<file path="src/rtl/multdiv_ctrl_pkg.sv">
`default_nettype none
// ============================================================================
// Module      : multdiv_ctrl_pkg
// Description : Shared definitions for the EX-stage multiply/divide
//               controller: function codes, FSM state encodings, default
//               unit latencies and small decode helpers.
// Revision    : 1.0 - initial release
// ============================================================================
package multdiv_ctrl_pkg;

    // Width of the function-code bus.
    localparam int FUNCT_BUS = 6;

    // Function codes of the instructions handled here.
    localparam logic [FUNCT_BUS-1:0] FUNCT_NOP   = 6'h00;
    localparam logic [FUNCT_BUS-1:0] FUNCT_MTHI  = 6'h11;
    localparam logic [FUNCT_BUS-1:0] FUNCT_MTLO  = 6'h13;
    localparam logic [FUNCT_BUS-1:0] FUNCT_MULT  = 6'h18;
    localparam logic [FUNCT_BUS-1:0] FUNCT_MULTU = 6'h19;
    localparam logic [FUNCT_BUS-1:0] FUNCT_DIV   = 6'h1A;
    localparam logic [FUNCT_BUS-1:0] FUNCT_DIVU  = 6'h1B;

    // Default unit latencies (cycles of stable operands before result valid).
    localparam int MD_MULT_LAT = 1;
    localparam int MD_DIV_LAT  = 40;

    // Controller state encodings.
    localparam int          ST_W    = 2;
    localparam logic [ST_W-1:0] ST_IDLE = 2'd0;
    localparam logic [ST_W-1:0] ST_WAIT = 2'd1;
    localparam logic [ST_W-1:0] ST_DONE = 2'd2;

    function automatic logic is_mult(input logic [FUNCT_BUS-1:0] f);
        return (f == FUNCT_MULT) || (f == FUNCT_MULTU);
    endfunction

    function automatic logic is_div(input logic [FUNCT_BUS-1:0] f);
        return (f == FUNCT_DIV) || (f == FUNCT_DIVU);
    endfunction

endpackage : multdiv_ctrl_pkg
`default_nettype wire

</file>
<file path="src/rtl/multdiv_ctrl_hilo_reg.sv">
`default_nettype none
// ============================================================================
// Module      : hilo_reg
// Description : Architectural HI/LO storage with two write ports.
//               Capture port writes both halves from the unit result;
//               MTHI/MTLO port writes one half from a 32-bit source.
// Ports       : clk, rst (async active-low)
//               cap_we, cap_data[63:0] - {hi, lo} capture
//               mt_hi_we, mt_lo_we, mt_data[31:0] - single-half write
//               hi, lo - register contents
// Revision    : 1.0 - initial release
// ============================================================================
module hilo_reg (
    input  logic        clk,
    input  logic        rst,
    input  logic        cap_we,
    input  logic [63:0] cap_data,
    input  logic        mt_hi_we,
    input  logic        mt_lo_we,
    input  logic [31:0] mt_data,
    output logic [31:0] hi,
    output logic [31:0] lo
);

    logic [31:0] r_hi;
    logic [31:0] r_lo;

    // Capture and MTHI/MTLO are mutually exclusive by construction in the
    // controller (capture only in WAIT, moves only in IDLE); capture wins
    // regardless so the priority is well defined.
    always_ff @(posedge clk or negedge rst) begin
        if (!rst) begin
            r_hi <= 32'd0;
            r_lo <= 32'd0;
        end else if (cap_we) begin
            r_hi <= cap_data[63:32];
            r_lo <= cap_data[31:0];
        end else begin
            if (mt_hi_we) r_hi <= mt_data;
            if (mt_lo_we) r_lo <= mt_data;
        end
    end

    assign hi = r_hi;
    assign lo = r_lo;

endmodule : hilo_reg
`default_nettype wire

</file>
<file path="src/rtl/multdiv_ctrl.sv">
`default_nettype none
// ============================================================================
// Module      : multdiv_ctrl
// Description : Sequencing controller for the EX-stage multiply/divide unit.
//               Latches operands on accept, holds them stable for the unit
//               latency while stalling the pipeline, commits the 64-bit
//               result to HI/LO and aborts cleanly on flush.
// Ports       : clk, rst (async active-low)
//               req_valid/req_funct/req_op1/req_op2 - EX instruction
//               flush, stall_all                    - pipeline control in
//               stall_req                           - stall request out
//               md_funct/md_op1/md_op2              - unit inputs
//               md_result[63:0]                     - unit result {hi, lo}
//               hi, lo                              - architectural HI/LO
//               busy                                - controller not idle
// Revision    : 1.0 - initial release
// ============================================================================
module multdiv_ctrl
    import multdiv_ctrl_pkg::*;
#(
    parameter int MULT_LAT = MD_MULT_LAT,
    parameter int DIV_LAT  = MD_DIV_LAT,
    parameter int CNT_W    = 6
) (
    input  logic                 clk,
    input  logic                 rst,
    input  logic                 req_valid,
    input  logic [FUNCT_BUS-1:0] req_funct,
    input  logic [31:0]          req_op1,
    input  logic [31:0]          req_op2,
    input  logic                 flush,
    input  logic                 stall_all,
    output logic                 stall_req,
    output logic [FUNCT_BUS-1:0] md_funct,
    output logic [31:0]          md_op1,
    output logic [31:0]          md_op2,
    input  logic [63:0]          md_result,
    output logic [31:0]          hi,
    output logic [31:0]          lo,
    output logic                 busy
);

    localparam logic [CNT_W-1:0] c_mult_load = CNT_W'(MULT_LAT);
    localparam logic [CNT_W-1:0] c_div_load  = CNT_W'(DIV_LAT);
    localparam logic [CNT_W-1:0] c_cnt_zero  = '0;
    localparam logic [CNT_W-1:0] c_cnt_one   = CNT_W'(1);

    logic [ST_W-1:0]      r_state;
    logic [ST_W-1:0]      w_state_nxt;
    logic [CNT_W-1:0]     r_cnt;
    logic [FUNCT_BUS-1:0] r_funct;
    logic [31:0]          r_op1;
    logic [31:0]          r_op2;

    logic w_idle;
    logic w_req_ok;
    logic w_is_mult;
    logic w_is_div;
    logic w_accept;
    logic w_last;
    logic w_capture;
    logic w_mt_hi;
    logic w_mt_lo;

    // ------------------------------------------------------------------
    // Request decode
    // ------------------------------------------------------------------
    assign w_idle    = (r_state == ST_IDLE);
    assign w_req_ok  = w_idle && req_valid && !flush;
    assign w_is_mult = is_mult(req_funct);
    assign w_is_div  = is_div(req_funct);

    // Divide by zero is not launched at all. The rst term keeps the
    // combinational stall request quiet while reset is held.
    assign w_accept  = rst && w_req_ok &&
                       (w_is_mult || (w_is_div && (req_op2 != 32'd0)));

    // Moves to HI/LO only take effect when the instruction actually
    // advances, hence the stall_all qualifier.
    assign w_mt_hi   = w_req_ok && !stall_all && (req_funct == FUNCT_MTHI);
    assign w_mt_lo   = w_req_ok && !stall_all && (req_funct == FUNCT_MTLO);

    // Last WAIT cycle: the unit has seen stable operands for LAT cycles.
    assign w_last    = (r_state == ST_WAIT) && (r_cnt == c_cnt_one);
    assign w_capture = w_last && !flush;

    // ------------------------------------------------------------------
    // FSM: state register
    // ------------------------------------------------------------------
    always_ff @(posedge clk or negedge rst) begin
        if (!rst) begin
            r_state <= ST_IDLE;
        end else begin
            r_state <= w_state_nxt;
        end
    end

    // ------------------------------------------------------------------
    // FSM: next-state logic
    // ------------------------------------------------------------------
    always_comb begin
        w_state_nxt = r_state;
        case (r_state)
            ST_IDLE: begin
                if (w_accept) w_state_nxt = ST_WAIT;
            end
            ST_WAIT: begin
                if (flush)       w_state_nxt = ST_IDLE;
                else if (w_last) w_state_nxt = ST_DONE;
            end
            ST_DONE: begin
                // Holding here while stalled stops the still-resident
                // instruction from being accepted a second time.
                if (flush || !stall_all) w_state_nxt = ST_IDLE;
            end
            default: w_state_nxt = ST_IDLE;
        endcase
    end

    // ------------------------------------------------------------------
    // FSM: outputs
    // ------------------------------------------------------------------
    always_comb begin
        stall_req = 1'b0;
        busy      = 1'b0;
        case (r_state)
            ST_IDLE: stall_req = w_accept;
            ST_WAIT: begin
                stall_req = 1'b1;
                busy      = 1'b1;
            end
            ST_DONE: busy = 1'b1;
            default: begin
                stall_req = 1'b0;
                busy      = 1'b0;
            end
        endcase
    end

    // ------------------------------------------------------------------
    // Counter and operand latches
    // ------------------------------------------------------------------
    always_ff @(posedge clk or negedge rst) begin
        if (!rst) begin
            r_cnt   <= c_cnt_zero;
            r_funct <= FUNCT_NOP;
            r_op1   <= 32'd0;
            r_op2   <= 32'd0;
        end else if (w_accept) begin
            r_cnt   <= w_is_mult ? c_mult_load : c_div_load;
            r_funct <= req_funct;
            r_op1   <= req_op1;
            r_op2   <= req_op2;
        end else if (r_state == ST_WAIT) begin
            if (flush) begin
                r_cnt   <= c_cnt_zero;
                r_funct <= FUNCT_NOP;
            end else begin
                // Counts regardless of stall_all; the unit runs on.
                r_cnt <= r_cnt - c_cnt_one;
                if (w_last) r_funct <= FUNCT_NOP;
            end
        end
    end

    // Operands are forwarded raw; signedness is the unit's business.
    assign md_funct = r_funct;
    assign md_op1   = r_op1;
    assign md_op2   = r_op2;

    // ------------------------------------------------------------------
    // HI/LO storage
    // ------------------------------------------------------------------
    hilo_reg u_hilo (
        .clk      (clk),
        .rst      (rst),
        .cap_we   (w_capture),
        .cap_data (md_result),
        .mt_hi_we (w_mt_hi),
        .mt_lo_we (w_mt_lo),
        .mt_data  (req_op1),
        .hi       (hi),
        .lo       (lo)
    );

endmodule : multdiv_ctrl
`default_nettype wire

</file>
<file path="config.mk">
export PLATFORM = sky130hd
export DESIGN_NAME = multdiv_ctrl
export DESIGN_NICKNAME = d
export VERILOG_FILES = /design/src/rtl/multdiv_ctrl_pkg.sv /design/src/rtl/multdiv_ctrl_hilo_reg.sv /design/src/rtl/multdiv_ctrl.sv
export SDC_FILE = /design/constraint.sdc
export NUM_CORES = 1
export LEC_CHECK = 0
export ABC_AREA = 1
export CAP_MARGIN = 25
export CORE_AREA = 2 2 147 149
export CTS_BUF_LIST = sky130_fd_sc_hd__clkbuf_8
export CTS_CLUSTER_DIAMETER = 50
export CTS_CLUSTER_SIZE = 30
export DETAILED_ROUTE_END_ITERATION = 6
export DIE_AREA = 0 0 149 151
export SYNTH_ARGS = -nofsm -noshare
export SYNTH_HDL_FRONTEND = slang
export SYNTH_HIERARCHICAL = 1
export SYNTH_SLANG_ARGS = --single-unit
</file>
<file path="constraint.sdc">
create_clock -name clk -period 3.1 [get_ports clk]
set_input_delay 0.62 -clock clk [delete_from_list [all_inputs] [get_ports clk]]
set_output_delay 0.62 -clock clk [all_outputs]
set_load 0.1 [all_outputs]
</file>
==> insert_results.sql <==
INSERT INTO impl_metrics (metric_group, metric, value, unit) VALUES
('synth', 'warnings_synthesis', '6', ''),
('synth', 'syn_nets', '890', ''),
('detailed_routing', 'dr.first_iter.drc_count', '273', ''),
('hold_path', 'hold_path.class', 'input port to asynchronous set/reset pin', ''),
('floorplan', 'row_count', '53', ''),
('clock_tree', 'numClockSinks', '142', ''),
('grt', 'grt_start_max_net_pins', '66', ''),
('placement', 'io_buffers', '274', ''),
('run_status', 'run_status', 'finished clean', ''),
('finish', 'layout_overhead_on_the_synthesized_area', '50.2', '%'),
('floorplan', 'placeableCoreArea', '20800', 'sq um'),
('placement', 'finalWeightedCongestion', '0.845', ''),
('synth', 'postSynth.topFlopCell', 'sky130_fd_sc_hd__dfrtp_1', ''),
('finish', 'final-instance-count-excl-fill', '1297', ''),
('synth', 'syn_avg_cell_area', '8.33', 'sq um'),
('placement', 'place_inst', '1267', ''),
('clock_tree', 'cts_tree', 'built', ''),
('synth', 'ys_ff_latch', '142', ''),
('grt', 'grt_first_pass_wirelength', '33400', 'um'),
('power_and_ir_drop', 'power_density', '1180', 'nW/um^2'),
('detailed_routing', 'drt_first_pass_iters', '4', ''),
('clock_tree', 'hold_buffers', '0', ''),
('synth', 'commonest_cells_in_the_synthesized_netlist', 'sky130_fd_sc_hd__nand2_1 (306), sky130_fd_sc_hd__nand3_1 (144), sky130_fd_sc_hd__dfrtp_1 (142)', ''),
('synth', 'yosysTopAreaCellShare', '0.573', ''),
('synth', 'netlist_top_cells_area', 'sky130_fd_sc_hd__dfrtp_1 (57%), sky130_fd_sc_hd__nand2_1 (19%), sky130_fd_sc_hd__nand3_1 (12%), sky130_fd_sc_hd__inv_1 (2.1%), sky130_fd_sc_hd__o21ai_0 (1.6%)', ''),
('clock_tree', 'cts-resized-gates', '0', ''),
('clock_tree', 'cts-buffers-inserted', '17', ''),
('worst_setup_path', 'cp-start-kind', 'input port', ''),
('grt', 'globalRoute.totalOverflow', '0', ''),
('worst_setup_path', 'crit_path_max_fanout', '5', ''),
('synth', 'syn-cell-area', '6200', 'sq um'),
('floorplan', 'die_width', '149', 'um'),
('sta', 'setup_viol_count_final', '0', ''),
('clock_tree', 'clock_latency', '450', 'ps'),
('worst_setup_path', 'criticalPathCategory', 'input port to primary output', ''),
('sta', 'report.final.hold_viol_count', '0', ''),
('worst_setup_path', 'timing.critical_path.required', '2480', 'ps'),
('sta', 'post-route-period-util', '0.901', ''),
('worst_setup_path', 'cp_arrival', '2170', 'ps'),
('floorplan', 'initial_core_util', '0.298', ''),
('power_and_ir_drop', 'p_switching', '6.44', 'mW'),
('finish', 'finalInstanceArea', '9320', 'sq um'),
('finish', 'fraction_of_final_layout_cells_with_drive_strength_greater_than_1', '0.187', ''),
('sta', 'layout_setup_ws', '307', 'ps'),
('clock_tree', 'path_clk_slew', '80', 'ps'),
('synth', 'ys_seq_area_frac', '0.573', ''),
('clock_tree', 'clockBufferDepth', '2', ''),
('sta', 'tightest_slew', '860', 'ps'),
('sta', 'hold_ws', '30.3', 'ps'),
('run', 'timing.max_cap.violations', '0', ''),
('grt', 'grtUsageTotal', '0.193', ''),
('sta', 'period_needed', '2790', 'ps'),
('floorplan', 'fp.dieArea', '22500', 'sq um'),
('finish', 'multiInputGateArea', '2320', 'sq um'),
('detailed_routing', 'route.vias.total', '5875', ''),
('sta', 'relSlewSlack', '0.427', ''),
('synth', 'yosysMostFrequentCell', 'sky130_fd_sc_hd__nand2_1', ''),
('detailed_routing', 'drt_drc_violations_left', '0', ''),
('detailed_routing', 'antenna_left', '0', ''),
('detailed_routing', 'route.detailed.vias_per_inst', '4.53', ''),
('synth', 'synth_edf_count', '0', ''),
('synth', 'netlist_instances', '745', ''),
('finish', 'fillerInstances', '2135', ''),
('finish', 'layout.core_utilization', '0.448', ''),
('finish', 'antenna-diode-count', '0', ''),
('power_and_ir_drop', 'power_frac_seq', '0.257', ''),
('sta', 'timing.setup.tns', '0', 'ps'),
('placement', 'dpl-instance-area', '8920', 'sq um'),
('floorplan', 'io_pins', '275', ''),
('floorplan', 'die_y', '151', 'um'),
('power_and_ir_drop', 'share_of_power_burned_in_the_clock_network', '0.140', '');
final cells by class:
type,instances,area share
Sequential cell,142,0.381
Clock inverter,12,0.0158
Tap cell,275,0.0369
Inverter,38,0.0153
Multi-Input combinational cell,523,0.249
Timing Repair Buffer,289,0.275
Clock buffer,18,0.0266
placed cells by master, fill, tap and decap left out, drive strengths merged:
cell type and n:
clkdlybuf4s50 137, nand4 6, clkinvlp 1, nand2 307, clkinv 7, nand3b 1, ha 6, o21ai 24
nand3 144, dfrtp 142, a21oi 1, buf 152, nor3 5, inv 39, nor2 24, o22ai 1
bufinv 3, clkbuf 18, xor2 3, o211ai 1
registers in the layout, summed over array words and instances (netlist names):
register	cells
md_op1	32
md_op2	32
u_hilo/hi	32
u_hilo/lo	32
md_funct	6
r_cnt	6
r_state	2
cell families after synthesis:
family	count (synthesis)	share of synthesized area
xor gates and xnor gates	3	0.00424
DFF	142	0.573
buffers and inverters	80	0.0595
AOI/OAI and AO/OA	27	0.0224
adders and majority gates	6	0.0121
and+or+nand+nor	487	0.329
worst paths after layout:
path	startpoint	to	slack, ps	depth (start not counted)
max in group asynchronous	rst	u_hilo/hi[27]$_DFFE_PN0P_	1920	2
worst min register to register	md_op1[31]$_DFFE_PN0N_	md_op1[31]$_DFFE_PN0N_	480	2
worst min-delay path	rst	md_op2[26]$_DFFE_PN0N_	30	1
worst max register to register	r_state[1]$_DFFE_PN0P_	u_hilo/lo[3]$_DFFE_PN0P_	760	10
worst max-delay path	req_funct[1]	stall_req	310	9
min in group clk	md_op1[31]$_DFFE_PN0N_	md_op1[31]$_DFFE_PN0N_	480	2
layer usage:
layer  global-route usage  wire (um)  part of all wire  vias to the layer above
met5                    0         13           0.00061                        -
met1                0.261       9370              0.44                     2753
li1                     -          -                 -                     2904
met2                0.301      10100              0.47                      188
met4               0.0667        439             0.021                        2
met3               0.0524       1460             0.068                       28
power groups by stage:
stage	Sequential [mW]	Clock, mW	Combinational [mW]
final	2.82	1.54	6.63
after global routing	2.91	1.68	6.90
after CTS	2.82	1.59	6.68
after detailed placement	2.84	0	6.68
after global placement	2.84	0	6.65
after floorplan	6.97	0	0.914
critical path, cell delays in order:
cell                              delay [ps]
sky130_fd_sc_hd__clkdlybuf4s50_1         510
sky130_fd_sc_hd__inv_1                   100
sky130_fd_sc_hd__nor2_1                   90
sky130_fd_sc_hd__nand3_1                 120
sky130_fd_sc_hd__nor2_1                  120
sky130_fd_sc_hd__nand3_1                 120
sky130_fd_sc_hd__nand2_4                 110
sky130_fd_sc_hd__nand2_1                 150
sky130_fd_sc_hd__buf_12                  220
No activity file was read; power rests on OpenSTA's default activity.
